<file path="src/rtl/toggle_fsm_sequencer_pkg.sv">
// Shared definitions for the toggle machine sequencer: FSM encodings and
// the fixed signal levels used when driving and checking the target.
package toggle_fsm_sequencer_pkg;

  localparam logic [1:0] ENC_IDLE       = 2'd0;
  localparam logic [1:0] ENC_DRIVE_LOW  = 2'd1;
  localparam logic [1:0] ENC_DRIVE_HIGH = 2'd2;
  localparam logic [1:0] ENC_FINISH     = 2'd3;

  typedef enum logic [1:0] {
    ST_IDLE       = ENC_IDLE,
    ST_DRIVE_LOW  = ENC_DRIVE_LOW,
    ST_DRIVE_HIGH = ENC_DRIVE_HIGH,
    ST_FINISH     = ENC_FINISH
  } seq_state_t;

  // y level that parks the target in state_a (x = 0).
  localparam logic Y_IDLE = 1'b1;

  // Settled x level the target must show while y is held low / high.
  localparam logic X_EXP_LOW  = 1'b1;
  localparam logic X_EXP_HIGH = 1'b0;

endpackage

</file>
<file path="src/rtl/toggle_fsm_sequencer_seq_down_counter.sv">
// Loadable down-counter. tc_o flags a count of exactly 1, i.e. the current
// cycle is the last one of the interval that was loaded.
module toggle_fsm_sequencer_seq_down_counter #(
  parameter int W = 8
) (
  input  logic         clock,
  input  logic         reset,
  input  logic         load_i,
  input  logic [W-1:0] load_val_i,
  input  logic         dec_i,
  output logic         tc_o
);

  logic [W-1:0] count_q;

  // Load has priority over decrement; decrement stops at zero.
  always_ff @(posedge clock) begin
    if (reset) begin
      count_q <= '0;
    end else if (load_i) begin
      count_q <= load_val_i;
    end else if (dec_i && (count_q != '0)) begin
      count_q <= count_q - 1'b1;
    end
  end

  assign tc_o = (count_q == W'(1));

endmodule

</file>
<file path="src/rtl/toggle_fsm_sequencer.sv">
// Sequencer for the two-state toggle machine: drives y with a programmable
// low/high pulse train, checks the Moore response x one cycle behind y, and
// reports busy / done / error / saturating mismatch count.
//
// Handshake: start is a single-cycle request, accepted only in IDLE. busy
// rises the cycle after acceptance and stays high through FINISH; done is
// a one-cycle pulse in the cycle after FINISH, when busy is already low.
module toggle_fsm_sequencer
  import toggle_fsm_sequencer_pkg::*;
#(
  parameter int CNT_W = 8,
  parameter int REP_W = 8,
  parameter int ERR_W = 8
) (
  input  logic             clock,
  input  logic             reset,
  input  logic             start,
  input  logic [CNT_W-1:0] low_cycles,
  input  logic [CNT_W-1:0] high_cycles,
  input  logic [REP_W-1:0] repeat_count,
  output logic             y_out,
  input  logic             x_in,
  output logic             busy,
  output logic             done,
  output logic             error,
  output logic [ERR_W-1:0] mismatch_count,
  output logic [1:0]       fsm_state
);

  seq_state_t       state_q;
  logic             y_q;
  logic             busy_q;
  logic             done_q;
  logic             error_q;
  logic [ERR_W-1:0] mcount_q;
  logic             first_q;
  logic [CNT_W-1:0] low_len_q;
  logic [CNT_W-1:0] high_len_q;

  logic             ph_load_d;
  logic [CNT_W-1:0] ph_val_d;
  logic             ph_dec_d;
  logic             ph_tc;
  logic             pr_load_d;
  logic             pr_dec_d;
  logic             pr_tc;
  logic             chk_fail_d;

  // A zero phase length is promoted to one cycle.
  function automatic logic [CNT_W-1:0] len_or_one(input logic [CNT_W-1:0] v);
    return (v == '0) ? CNT_W'(1) : v;
  endfunction

  // Counter control: load the next phase length at every phase boundary,
  // count down otherwise; the period counter steps at the end of each high.
  always_comb begin
    ph_load_d = 1'b0;
    ph_val_d  = low_len_q;
    ph_dec_d  = 1'b0;
    pr_load_d = 1'b0;
    pr_dec_d  = 1'b0;
    case (state_q)
      ST_IDLE: begin
        if (start) begin
          ph_load_d = 1'b1;
          ph_val_d  = len_or_one(low_cycles);
          pr_load_d = 1'b1;
        end
      end
      ST_DRIVE_LOW: begin
        if (ph_tc) begin
          ph_load_d = 1'b1;
          ph_val_d  = high_len_q;
        end else begin
          ph_dec_d = 1'b1;
        end
      end
      ST_DRIVE_HIGH: begin
        if (ph_tc) begin
          pr_dec_d  = 1'b1;
          ph_load_d = 1'b1;
          ph_val_d  = low_len_q;
        end else begin
          ph_dec_d = 1'b1;
        end
      end
      default: ;
    endcase
  end

  // Response check: the first cycle of a phase still shows the old x.
  always_comb begin
    chk_fail_d = 1'b0;
    if (!first_q) begin
      if (state_q == ST_DRIVE_LOW)  chk_fail_d = (x_in != X_EXP_LOW);
      if (state_q == ST_DRIVE_HIGH) chk_fail_d = (x_in != X_EXP_HIGH);
    end
  end

  toggle_fsm_sequencer_seq_down_counter #(.W(CNT_W)) u_phase_cnt (
    .clock      (clock),
    .reset      (reset),
    .load_i     (ph_load_d),
    .load_val_i (ph_val_d),
    .dec_i      (ph_dec_d),
    .tc_o       (ph_tc)
  );

  toggle_fsm_sequencer_seq_down_counter #(.W(REP_W)) u_period_cnt (
    .clock      (clock),
    .reset      (reset),
    .load_i     (pr_load_d),
    .load_val_i (repeat_count),
    .dec_i      (pr_dec_d),
    .tc_o       (pr_tc)
  );

  // Sequencer FSM with registered y/busy/done and the mismatch bookkeeping.
  always_ff @(posedge clock) begin
    if (reset) begin
      state_q    <= ST_IDLE;
      y_q        <= Y_IDLE;
      busy_q     <= 1'b0;
      done_q     <= 1'b0;
      error_q    <= 1'b0;
      mcount_q   <= '0;
      first_q    <= 1'b0;
      low_len_q  <= '0;
      high_len_q <= '0;
    end else begin
      done_q  <= 1'b0;
      first_q <= 1'b0;
      case (state_q)
        ST_IDLE: begin
          y_q <= Y_IDLE;
          if (start) begin
            low_len_q  <= len_or_one(low_cycles);
            high_len_q <= len_or_one(high_cycles);
            error_q    <= 1'b0;
            mcount_q   <= '0;
            busy_q     <= 1'b1;
            if (repeat_count == '0) begin
              state_q <= ST_FINISH;
            end else begin
              state_q <= ST_DRIVE_LOW;
              y_q     <= 1'b0;
              first_q <= 1'b1;
            end
          end
        end
        ST_DRIVE_LOW: begin
          if (ph_tc) begin
            state_q <= ST_DRIVE_HIGH;
            y_q     <= 1'b1;
            first_q <= 1'b1;
          end
        end
        ST_DRIVE_HIGH: begin
          if (ph_tc) begin
            if (pr_tc) begin
              state_q <= ST_FINISH;
              y_q     <= Y_IDLE;
            end else begin
              state_q <= ST_DRIVE_LOW;
              y_q     <= 1'b0;
              first_q <= 1'b1;
            end
          end
        end
        ST_FINISH: begin
          state_q <= ST_IDLE;
          y_q     <= Y_IDLE;
          busy_q  <= 1'b0;
          done_q  <= 1'b1;
        end
        default: begin
          state_q <= ST_IDLE;
          y_q     <= Y_IDLE;
          busy_q  <= 1'b0;
        end
      endcase
      if (chk_fail_d) begin
        error_q <= 1'b1;
        if (mcount_q != {ERR_W{1'b1}}) mcount_q <= mcount_q + 1'b1;
      end
    end
  end

  assign y_out          = y_q;
  assign busy           = busy_q;
  assign done           = done_q;
  assign error          = error_q;
  assign mismatch_count = mcount_q;
  assign fsm_state      = state_q;

endmodule
</file>
<file path="config.mk">
export PLATFORM = sky130hd
export DESIGN_NAME = toggle_fsm_sequencer
export DESIGN_NICKNAME = d
export VERILOG_FILES = /design/src/rtl/toggle_fsm_sequencer_pkg.sv /design/src/rtl/toggle_fsm_sequencer_seq_down_counter.sv /design/src/rtl/toggle_fsm_sequencer.sv
export SDC_FILE = /design/constraint.sdc
export NUM_CORES = 1
export LEC_CHECK = 0
export ABC_AREA = 1
export ABC_CLOCK_PERIOD_IN_PS = 5200
export CORE_MARGIN = 3
export CORE_UTILIZATION = 58
export CTS_CLUSTER_SIZE = 12
export DETAILED_ROUTE_END_ITERATION = 16
export PLACE_DENSITY_LB_ADDON = 0.12
export SYNTH_ARGS = -nofsm -noshare
export SYNTH_HDL_FRONTEND = slang
export SYNTH_SLANG_ARGS = --single-unit
</file>
<file path="constraint.sdc">
create_clock -name clock -period 5.2 [get_ports clock]
set_clock_uncertainty 0.2 [all_clocks]
set_input_delay 1.04 -clock clock [delete_from_list [all_inputs] [get_ports clock]]
set_output_delay 1.04 -clock clock [all_outputs]
set_load 0.03 [all_outputs]
</file>
==> results.txt, run 1 <==
* Post-synth top area share: 33.7%
- The count of nets left with antenna violations once routing finished came out at 0.
- Registers are responsible for 29.3% of the overall power.
* FMAX: 291 MHz
- Cells fill 73.6% of the core in the end.
- Summed area of non-filler cells in the final layout: 3310 um2
* Number of iterations in the first detailed-routing pass: 4
- Largest net degree at the start of global routing: 35
- At the end of routability-driven placement, the weighted congestion stood at 0.832.
- Buffers inserted to repair hold after CTS numbered 0.
- For the final routed database, the setup TNS stands at 0 ns.
* Width of the die: 75.4 um
- IR analysis of the VDD net gives a maximum drop of 0.294 mV.
- When the netlist entered floorplanning its net count stood at 453.
* First-pass GRT wire length: 10.8 mm
* Warning count from the yosys run: 0
- Clk pin slew, worst setup/hold paths: 0.09 ns
- Clock tree from TritonCTS: built
- In this run the count of I/O pins placed on the die edge is 42.
* Most frequently used flop master after synthesis: sky130_fd_sc_hd__dfxtp_1
- Area growth from synthesis to final layout: 18.6%
* Asr flop ratio synth: 0%
* Count of flip-flops with a built-in enable after synthesis: 0
- Post-CTS repair changed the size of 0 cells.
- The clock tree synthesis step divided the H-tree into 2 levels.
- Netlist Area Pre-Place: 2790 um2
- For the pin with the worst max-slew slack, the measured transition is 0.964 ns.
* Number of cells traversed by the worst register-to-register path: 10
- Fraction of final layout cells with drive strength greater than 1: 7.74%
- Post-synthesis cell type count: 33
- The worst hold path was traced through 2 stages.
- Data arrival time of the critical path: 3.48 ns
* Clock buffer count from CTS: 5
- STA classifies the critical path startpoint as an input port.
- In this run the worst path has a maximum fanout of 34.
- At the placement stage, the worst setup path has a slack of 1.50 ns.
- Clock root cell: sky130_fd_sc_hd__clkbuf_8
* Areal power density over the cells: 550 nW/um2
- Headroom to the max-slew limit came out at 35.6%.
* Count of max-cap constraint violations: 0
- Global routing used 24.3% of the available tracks across all layers.
* Critical path required time: 5.24 ns
* RSZ-0062 raised after global routing: false
- Gate power share: 57.3%
* DP Wirelength: 4.79 mm
- The critical path in this run is classified as in2reg.
- Clock sinks: 47
- Fraction of power spent switching nets: 47.6%
- Post-CTS timing repair inserted 0 buffers for setup.
* Leading cell types by total area after synthesis: sky130_fd_sc_hd__dfxtp_1 (34%), sky130_fd_sc_hd__nand2_1 (14%), sky130_fd_sc_hd__nor2_1 (6.7%)
- Dividing the detail-routed via count by the number of cells gives 5.36.
- Period Utilization, post-route: 66.1%
- FF+latch count, synth: 47
* Final Max Tran Viols: 0
- Time the worst path needs with I/O delays and setup: 3.44 ns
- Post-Syn Area per Cell: 6.73 um2
* Latest clock arrival within the worst-skew pair: 0.30 ns
* Cell type with the highest aggregate area in the netlist: sky130_fd_sc_hd__dfxtp_1
- The total overflow left after global routing is 0.
- Deepest clock path buffer count: 2
- Internal Pwr Total: 0.955 mW
* Fill cell count: 378
* Total number of vias: 2701
* Via count of the first global-routing pass: 2516
- The count of cells in the finished layout, fillers not included, comes to 504.
- Fraction of the yosys area taken by sequential cells: 33.7%
* Die Footprint: 5690 um2
- Mapped Cells: 415
- After detailed placement, the total cell area comes to 3210 um2.
- Reported net switching power: 0.868 mW
- Measured along the y axis, the die boundary spans 75.4 um.
* Routed wire per std cell: 12.8 um
* Number of inserted diodes: 0
* Placeable core area: 4500 um2
- Hold Crit Class: reg2reg
- Ranked by instance count, the synthesized netlist is headed by sky130_fd_sc_hd__nand2_1 (103), sky130_fd_sc_hd__nor2_1 (50), sky130_fd_sc_hd__dfxtp_1 (47).
- Most frequently used cell type in the post-synthesis netlist: sky130_fd_sc_hd__nand2_1
- Setup violations remaining at the end of the flow were counted as 0.
- Outcome: completed
- Buffers placed on the I/O ports in this run total 41.
* Leak pwr: 1.40 nW
* Violation count after the first detailed-routing iteration: 190
* Number of placed instances, taps included: 496
- The floorplan has 24 rows.
- The worst setup path is captured at a flop.
- Summed over all layers, the routed wires come to 6.47 mm.
* Fin. Hold Viols: 0
* Final-stage net count: 489
- Clock group share of total power: 13.4%
- The initial antenna violation count was 0.
* Initial core utilization: 62.0%
- Residual DRC: 0
* Worst-case setup margin in the final layout: 1.76 ns
final timing paths:
kind | slack, ns | from | to
max | 1.76 | start | u_phase_cnt.count_q[7]$_SDFFE_PP0P_
min | 0.26 | high_len_q[3]$_SDFFE_PP0P_ | high_len_q[3]$_SDFFE_PP0P_
max reg2reg | 2.24 | fsm_state[0]$_SDFFE_PP0P_ | u_phase_cnt.count_q[7]$_SDFFE_PP0P_
min reg2reg | 0.26 | high_len_q[3]$_SDFFE_PP0P_ | high_len_q[3]$_SDFFE_PP0P_
metal layers:
metal  track usage, %  part of all wire (%)  up-vias
met4             8.35                   2.2        0
met3             5.28                   3.9       21
met5                0                     0        -
met2             41.6                    47       73
li1                 -                     -     1408
met1             30.0                    47     1199
cells in the final DEF, fill, tap and decap left out:
cell / instances
sky130_fd_sc_hd__o211ai_1: 3
sky130_fd_sc_hd__nor2_4: 4
sky130_fd_sc_hd__nand4_1: 5
sky130_fd_sc_hd__inv_2: 4
sky130_fd_sc_hd__a21oi_1: 31
sky130_fd_sc_hd__nor2_1: 50
sky130_fd_sc_hd__clkdlybuf4s50_1: 41
sky130_fd_sc_hd__clkinv_1: 1
sky130_fd_sc_hd__o31ai_1: 1
sky130_fd_sc_hd__nor3_1: 3
sky130_fd_sc_hd__or2_2: 1
sky130_fd_sc_hd__nand3_1: 26
sky130_fd_sc_hd__a31oi_1: 3
sky130_fd_sc_hd__inv_1: 43
sky130_fd_sc_hd__nor4_1: 1
sky130_fd_sc_hd__xnor2_1: 2
sky130_fd_sc_hd__dfxtp_1: 47
sky130_fd_sc_hd__nand2_1: 103
sky130_fd_sc_hd__nor2_8: 3
sky130_fd_sc_hd__a21oi_4: 1
sky130_fd_sc_hd__nand2_4: 6
sky130_fd_sc_hd__clkbuf_8: 7
sky130_fd_sc_hd__nor2_2: 2
sky130_fd_sc_hd__a211oi_1: 1
sky130_fd_sc_hd__o21ai_0: 35
sky130_fd_sc_hd__xor2_1: 6
sky130_fd_sc_hd__o21ai_1: 4
sky130_fd_sc_hd__ha_1: 10
sky130_fd_sc_hd__a21oi_2: 2
sky130_fd_sc_hd__o21ai_2: 1
sky130_fd_sc_hd__clkbuf_1: 1
sky130_fd_sc_hd__nand2_2: 4
worst max-delay path, stage by stage:
cell	delay (ns)
sky130_fd_sc_hd__clkdlybuf4s50_1	0.49
sky130_fd_sc_hd__nand2_2	0.38
sky130_fd_sc_hd__inv_1	0.88
sky130_fd_sc_hd__nand2_1	0.16
sky130_fd_sc_hd__o21ai_0	0.16
sky130_fd_sc_hd__nor2_1	0.06
sky130_fd_sc_hd__o211ai_1	0.10
sky130_fd_sc_hd__nand2_1	0.08
sky130_fd_sc_hd__a21oi_1	0.11
stage by stage:
| step | hold slack [ns] | total power, mW |
|---|---|---|
| 2_1_floorplan | 0.225 | 1.36 |
| 5_1_grt | 0.285 | 1.99 |
| 3_5_place_dp | 0.244 | 1.58 |
| 4_1_cts | 0.257 | 1.83 |
| 6_report | 0.256 | 1.82 |
| 3_3_place_gp | 0.236 | 1.55 |
sequential cells by signal, summed over array words and instances (netlist names):
register,count
low_len_q,8
fsm_state,2
u_phase_cnt.count_q,8
error,1
done,1
first_q,1
high_len_q,8
mismatch_count,8
busy,1
u_period_cnt.count_q,8
y_out,1
power by group through the flow:
stage,Combinational (mW),Clock [mW],Sequential (mW)
finish,1.04,0.244,0.534
detailed placement,1.03,0,0.541
global placement,1.02,0,0.538
CTS,1.04,0.248,0.533
global route,1.18,0.263,0.545
floorplan,0.786,0,0.573
logic make-up (layout without fill, tap and decap cells):
logic type	count (synthesis)	in the layout	synth area share, %
AND/OR/NAND/NOR	208	208	34.8
buffers and inverters	60	97	8.42
XOR/XNOR	8	8	2.51
AO/OA/AOI/OAI	82	82	16.1
flip-flops	47	47	33.7
adder cells (fa/ha/maj)	10	10	4.48
final cells by class:
type | instances | area, um2 | area share (%)
Timing Repair Buffer | 41 | 410 | 12.4
Multi-Input combinational cell | 308 | 1620 | 48.8
Clock buffer | 8 | 100 | 3.02
Tap cell | 52 | 65.1 | 1.96
Inverter | 48 | 180 | 5.44
Sequential cell | 47 | 941 | 28.4
No activity file was read; power rests on OpenSTA's default activity.
==> run 2: changes to the inputs <==
ABC_CLOCK_PERIOD_IN_PS = 3200   (was 5200)
CORE_UTILIZATION = 54   (was 58)
clock period = 3.2 ns   (was 5.2 ns; I/O delays follow)
==> results.txt, run 2 (synthesized netlist as in run 1, its figures left out) <==
- The met2 wire length came to 3.28 mm (+7.4%).
* Data arrival time of the critical path: 2.31 ns (-1.17 ns)
* Leak pwr: 1.41 nW (+1.0%)
- From synthesis to final layout, the design area changed by 20.2%.
- The final-stage net count was 492 (+0.61%).
- Global route total overflow: 0 (unchanged)
* Initial core utilization: 57.6% (-4.4 points)
- The final cell count without fillers is 521 (+3.4%).
- The smallest clock period supported by the final layout is computed as 2.31 ns.
- Post-CTS sizing: 0 (unchanged)
- The total via count in the routed design is 2676 (-0.93%).
- Width of the die: 77.9 um (+3.3%)
- Initial antenna violation count: 0 (unchanged)
- FMAX: 433 MHz
* Routed Wire Length: 6.69 mm (+3.4%)
- The final count of pins violating max slew is 0 (unchanged).
- First-pass GRT wire length: 11.4 mm (+5.9%)
* Fin. Hold Viols: 0 (unchanged)
- Period Utilization, post-route: 72.1%
- The worst register-to-register path begins at fsm_state[1]$_SDFFE_PP0P_.
- The number of cell instances on the worst register-to-register path is 9 (-1).
* Routed met3 length: 294 um (+18%)
- The clock tree buffer depth came to 2 (unchanged).
- Storage cell area: 941 um2 (unchanged)
- DIE HEIGHT: 77.9 um (+3.3%)
- Number of hold-repair buffers added at the cts stage: 0 (unchanged)
- The standard-cell row count is 25 (+4.2%).
- Sort of element at the start of the critical path: flop
- The worst hold path begins at high_len_q[3]$_SDFFE_PP0P_.
- The detailed-route DRC error count was 0 (unchanged).
* Worst hold stages: 2 (unchanged)
- Measured slew at the worst slew-check pin: 0.707 ns (-0.257 ns)
- The cell total after placement came to 514 (+3.6%).
* Clock tree from TritonCTS: built
- Endpoint of the worst-slack reg-to-reg timing path: mismatch_count[1]$_SDFF_PP0_
* Count of max-cap constraint violations: 0 (unchanged)
- Largest net degree at the start of global routing: 34 (-2.9%)
- The floorplan die area came to 6070 um2 (+6.8%).
- Number of iterations in the first detailed-routing pass: 4 (unchanged)
- The peak fanout along the critical path was 14 (-59%).
- The total design power is 3.01 mW (+65%).
- The flow ran to the end, and the final reports show no timing, DRC or antenna violations.
- The count of pins on the block boundary came to 42 (unchanged).
- The violation count after the first detailed-routing iteration was 155 (-18%).
- Remaining antenna violation count: 0 (unchanged)
- IO Port Bufs: 41 (unchanged)
* Endpoint of the worst hold-timing path: high_len_q[3]$_SDFFE_PP0P_
* Fraction of final layout cells with drive strength greater than 1: 8.15% (+0.41 points)
- RSZ-0062 raised after global routing: false
- The number of inserted filler cells in the final layout is 445 (+18%).
- Placeable core area: 4850 um2 (+7.6%)
* H-tree depth: 2 (unchanged)
- The count of endpoints failing setup in the final report came to 0 (unchanged).
- The worst-case register-to-register setup slack is 0.89 ns (-1.35 ns).
* Hold Crit Class: reg2reg
* Clk pin slew, worst setup/hold paths: 0.09 ns (about the same)
* Setup TNS: 0 ns (unchanged)
* Number of buffers inserted to repair setup after CTS: 0 (unchanged)
- The maximum vdd ir drop came to 0.396 mV (+35%).
* Cell at the slowest stage of the critical path: sky130_fd_sc_hd__ha_1
- Tot GR Track Use: 22.9% (-1.3 points)
* Biggest cell delay along the critical path: 0.45 ns (-0.43 ns)
- The number of inserted diodes was 0 (unchanged).
* Areal power density over the cells: 898 nW/um2 (+63%)
- The final design utilization is 69.3% (-4.3 points).
* Routed wire per std cell: 12.8 um (about the same)
* Clock sinks: 47 (unchanged)
- The critical path goes through inv_1, ha_1, a21oi_1, a21oi_1, nand2_1, nor2_2, inv_1, o21ai_0, nor2_1.
- The library cell used most frequently in the layout, excluding fill and tap cells, is sky130_fd_sc_hd__nand2_1.
- The number of global-route vias before repair came to 2545 (+1.2%).
* Final weighted congestion of routability-driven global placement: 0.888 (+6.8%)
* Classification of the worst setup path: reg2reg
- Signal routing reaches up to met4.
- STA classifies the critical path endpoint as a flop.
- Crit path buffers/inverters: 2 (unchanged)
- Clock buffer count from CTS: 5 (unchanged)
- Latest clock arrival within the worst-skew pair: 0.30 ns (about the same)
- Clock root cell: sky130_fd_sc_hd__clkbuf_8
- Headroom to the max-slew limit: 52.8% (+17 points)
- The multi-input logic area is 1620 um2 (unchanged).
- The ratio of routed vias to standard cells is 5.14 (-4.2%).
* Leading cell types in the layout, fill and taps excluded: sky130_fd_sc_hd__nand2_1 (103), sky130_fd_sc_hd__nor2_1 (50), sky130_fd_sc_hd__dfxtp_1 (47)
* Met1 routed wirelength after detailed routing: 3.00 mm (-0.60%)
- The required time of the critical path was 3.20 ns (-2.04 ns).
* DP Wirelength: 5.00 mm (+4.3%)
* Largest delay share family, worst path: simple AND/OR/NAND/NOR gates
==> run 2: cell count changes in the layout (fill, tap and decap cells not counted) <==
cell | previous run | this run
sky130_fd_sc_hd__clkbuf_8 | 7 | 5
sky130_fd_sc_hd__bufinv_16 | 0 | 1
sky130_fd_sc_hd__buf_4 | 0 | 3
==> run 2: power by group <==
group | internal [mW] | total, mW | switching (mW) | leakage [nW]
sequential | 0.743 | 0.868 | 0.126 | 0.386
clock | 0.229 | 0.432 | 0.203 | 0.0513
combinational | 0.621 | 1.71 | 1.09 | 0.977
==> run 2: worst max-delay path by stage <==
stage / startpoint / to / slack (ns) / depth (start not counted)
floorplan: fsm_state[0]$_SDFFE_PP0P_ / u_phase_cnt.count_q[7]$_SDFFE_PP0P_ / 1.17 / 11
global placement: start / mismatch_count[6]$_SDFF_PP0_ / 0.73 / 7
detailed placement: start / mismatch_count[6]$_SDFF_PP0_ / 0.69 / 7
CTS: fsm_state[1]$_SDFFE_PP0P_ / mismatch_count[1]$_SDFF_PP0_ / 0.92 / 9
global route: fsm_state[1]$_SDFFE_PP0P_ / mismatch_count[1]$_SDFF_PP0_ / 0.68 / 9
finish: fsm_state[1]$_SDFFE_PP0P_ / mismatch_count[1]$_SDFF_PP0_ / 0.89 / 9
==> run 2: per-stage QoR <==
step	setup WS [ns]	area, um2	hold slack [ns]
2_1_floorplan	1.17	2790	0.225
3_3_place_gp	0.729	3260	0.239
3_5_place_dp	0.692	3260	0.242
4_1_cts	0.920	3360	0.254
5_1_grt	0.684	3360	0.283
6_report	0.893	3360	0.255
==> run 2: metal layers <==
metal  track usage (%)  up-vias
met4              5.94        0
met1              28.0     1200
met5                 0        -
li1                  -     1410
met2              40.8       54
met3              4.76       12
==> run 2: worst register-to-register path, delay by kind of cell, from the launching register on <==
family	cells	cell delay, ns
AO/OA/AOI/OAI	3	0.41
flip-flops	1	0.36
buffers and inverters	2	0.18
adder cells (fa/ha/maj)	1	0.45
AND/OR/NAND/NOR	3	0.62
==> run 2: final cells by class <==
cell class | instances | share of cell area, %
inverter | 48 | 5.37
clock inverter | 1 | 0.894
multi-input combinational | 308 | 48.2
sequential | 47 | 28.0
timing repair buffer | 44 | 12.9
clock buffer | 6 | 2.16
tap | 67 | 2.50
==> run 3: changes to the inputs <==
ABC_CLOCK_PERIOD_IN_PS = 2100   (was 3200)
CORE_UTILIZATION = 49   (was 54)
clock period = 2.1 ns   (was 3.2 ns; I/O delays follow)
==> results.txt, run 3 (synthesized netlist as in run 1, its figures left out) <==
- The final cell count without fillers came to 533 (+2.3%).
* Final setup fails: 0 (unchanged)
- The cell total after placement came to 526 (+2.3%).
- Final Max Tran Viols: 0 (unchanged)
- The run finished with clean final reports.
- The violation count after the first detailed-routing iteration was 277 (+79%).
* Crit path buffers/inverters: 1 (-1)
- The required time of the critical path was 1.48 ns (-1.72 ns).
- Setup TNS: 0 ns (unchanged)
- The number of violations of the max-capacitance limit came to 0 (unchanged).
- RSZ-0062 raised after global routing: false
- The routed wire length per instance came to 12.5 um (-2.3%).
- The fraction of final layout cells sized beyond drive strength 1 was 10.4% (+2.2 points).
- Placeable core area: 5300 um2 (+9.4%)
- Reported net switching power: 2.19 mW (+54%)
- Cell at the slowest stage of the critical path: sky130_fd_sc_hd__clkdlybuf4s50_1
- The floorplan die area is 6640 um2 (+9.4%).
- The relative slew slack was 78.7% (+26 points).
- Timing would allow up to 491 MHz.
* Largest delay share family, worst path: buffers and inverters
- The final-stage net count is 501 (+1.8%).
- Total number of vias: 2737 (+2.3%)
* Internal Pwr Total: 2.46 mW (+55%)
- The number of cell instances on the worst register-to-register path was 10 (+1).
- Latest clock arrival within the worst-skew pair: 0.30 ns (about the same)
- The remaining global-route overflow came to 0 (unchanged).
- The path class of the tightest hold or removal check is reg2reg.
* Instance area at placement: 3350 um2 (+3.0%)
- In the layout the commonest cells are sky130_fd_sc_hd__nand2_1 (103), sky130_fd_sc_hd__nor2_1 (50), sky130_fd_sc_hd__dfxtp_1 (47).
* Hold_sp: high_len_q[3]$_SDFFE_PP0P_
- The path with the worst hold slack has its endpoint at high_len_q[3]$_SDFFE_PP0P_.
- Width of the die: 81.5 um (+4.6%)
- Critical path cell sequence: clkdlybuf4s50_1
* Summed area of non-filler cells in the final layout: 3450 um2 (+2.7%)
- Worst hold slack after final layout: 0.252 ns (-0.00253 ns)
- Max Fanout on Critical Path: 6 (-8)
- Most common cell after layout, fill and taps aside: sky130_fd_sc_hd__nand2_1
* First-pass GRT wire length: 11.5 mm (+0.60%)
- Post-Place Worst Slack: 0.0188 ns (-0.673 ns)
* IO Port Bufs: 41 (unchanged)
- The worst setup path is of the reg2out kind.
- Deepest clock path buffer count: 2 (unchanged)
- Tot GR Track Use: 22.1% (-0.84 points)
* Largest net degree at the start of global routing: 34 (unchanged)
- The clock-pin slew on the worst setup and hold paths was 0.08 ns (about the same).
* Gate power share: 59.6% (+2.7 points)
- Clock sinks: 47 (unchanged)
* Start point of the critical path: mismatch_count[2]$_SDFF_PP0_
- Endpoint of the worst-slack reg-to-reg timing path: mismatch_count[2]$_SDFF_PP0_
- Initial core utilization: 52.7% (-4.9 points)
- R2r setup slk: 0.17 ns (-0.72 ns)
- Clock group share of total power: 12.0% (-2.3 points)
* Utilization after layout: 65.1% (-4.2 points)
- The initial antenna violation count is 0 (unchanged).
- The number of buffers added by the clock tree synthesis step was 5 (unchanged).
- Worst hold stages: 2 (unchanged)
* Clock tree from TritonCTS: built
- The cell area power density was 1350 nW/um2 (+50%).
* Clock root cell: sky130_fd_sc_hd__clkbuf_8
- Vias per cell: 5.14 (about the same)
- After layout, the worst path uses 97.0% of the clock period.
- The worst-case setup margin in the final layout came to 0.0620 ns (-0.831 ns).
* Maximum VDD drop: 0.655 mV (+65%)
- The count of hold buffers inserted by post-cts repair was 0 (unchanged).
- Total power after layout: 4.65 mW (+54%)
- The number of global-route vias before repair was 2588 (+1.7%).
* Data arrival time of the critical path: 1.42 ns (-0.89 ns)
- DIE HEIGHT: 81.5 um (+4.6%)
- The number of search-and-repair iterations in the first detailed-routing pass was 4 (unchanged).
- Number of inserted diodes: 0 (unchanged)
- The standard-cell row count was 26 (+4.0%).
* Biggest cell delay along the critical path: 0.71 ns (+0.26 ns)
- Category of the worst setup path capture point: primary output
* Routed Wire Length: 6.68 mm (about the same)
- The number of cells upsized or downsized after cts was 0 (unchanged).
* Time the worst path needs with I/O delays and setup: 2.04 ns
- Leak pwr: 1.46 nW (+3.6%)
- The sequential power share was 28.4% (-0.4 points).
- DP Wirelength: 5.12 mm (+2.5%)
- The worst setup path is launched from a flop.
* Area growth from synthesis to final layout: 23.5%
- The count of antenna-violating nets left after detailed routing came to 0 (unchanged).
* Final weighted congestion of routability-driven global placement: 0.823 (-7.3%)
* Residual DRC: 0 (unchanged)
* Fraction of power spent switching nets: 47.1% (-0.058 points)
- Fin. Hold Viols: 0 (unchanged)
- Number of buffers inserted to repair setup after CTS: 0 (unchanged)
* Critical register-to-register path startpoint: fsm_state[1]$_SDFFE_PP0P_
- The count of pins on the block boundary came to 42 (unchanged).
- The number of H-tree branching levels came to 2 (unchanged).
- Measured slew at the worst slew-check pin: 0.319 ns (-0.388 ns)
run 3: cell types whose count changed in the layout (fill, tap and decap cells not counted), sizes merged:
cell,previous run,this run
buf,3,12
bufinv,1,0
clkinv,1,2
run 3: how the worst max path moves through the flow:
stage / end / slack (ns) / cells after the start
2_1_floorplan: u_phase_cnt.count_q[7]$_SDFFE_PP0P_ / 0.07 / 11
6_report: mismatch_count[2] / 0.06 / 1
3_3_place_gp: u_phase_cnt.count_q[3]$_SDFFE_PP0P_ / 0.03 / 10
3_5_place_dp: mismatch_count[2]$_SDFF_PP0_ / 0.02 / 10
5_1_grt: mismatch_count[2] / 0.006 / 1
4_1_cts: mismatch_count[2] / 0.05 / 1
run 3: cell type report:
cell class | instances | area [um2]
timing repair buffer | 53 | 526
tap | 70 | 87.6
sequential | 47 | 941
fill | 500 | 1850
clock buffer | 6 | 82.6
clock inverter | 1 | 5.00
inverter | 48 | 180
multi-input combinational | 308 | 1630
run 3: power groups by stage:
stage               combinational, mW  clock, mW  sequential, mW
floorplan                        1.95          0            1.42
global placement                 2.72          0            1.33
detailed placement               2.75          0            1.34
CTS                              2.77      0.570            1.32
global route                     3.12      0.605            1.36
finish                           2.78      0.556            1.32
run 3: per-layer routing:
layer	vias to the layer above	share of wire (%)	global-route usage, %
met5	-	0	0
met4	0	0.88	6.08
met3	6	4.0	3.40
met2	66	49	39.2
met1	1238	46	27.7
li1	1427	-	-
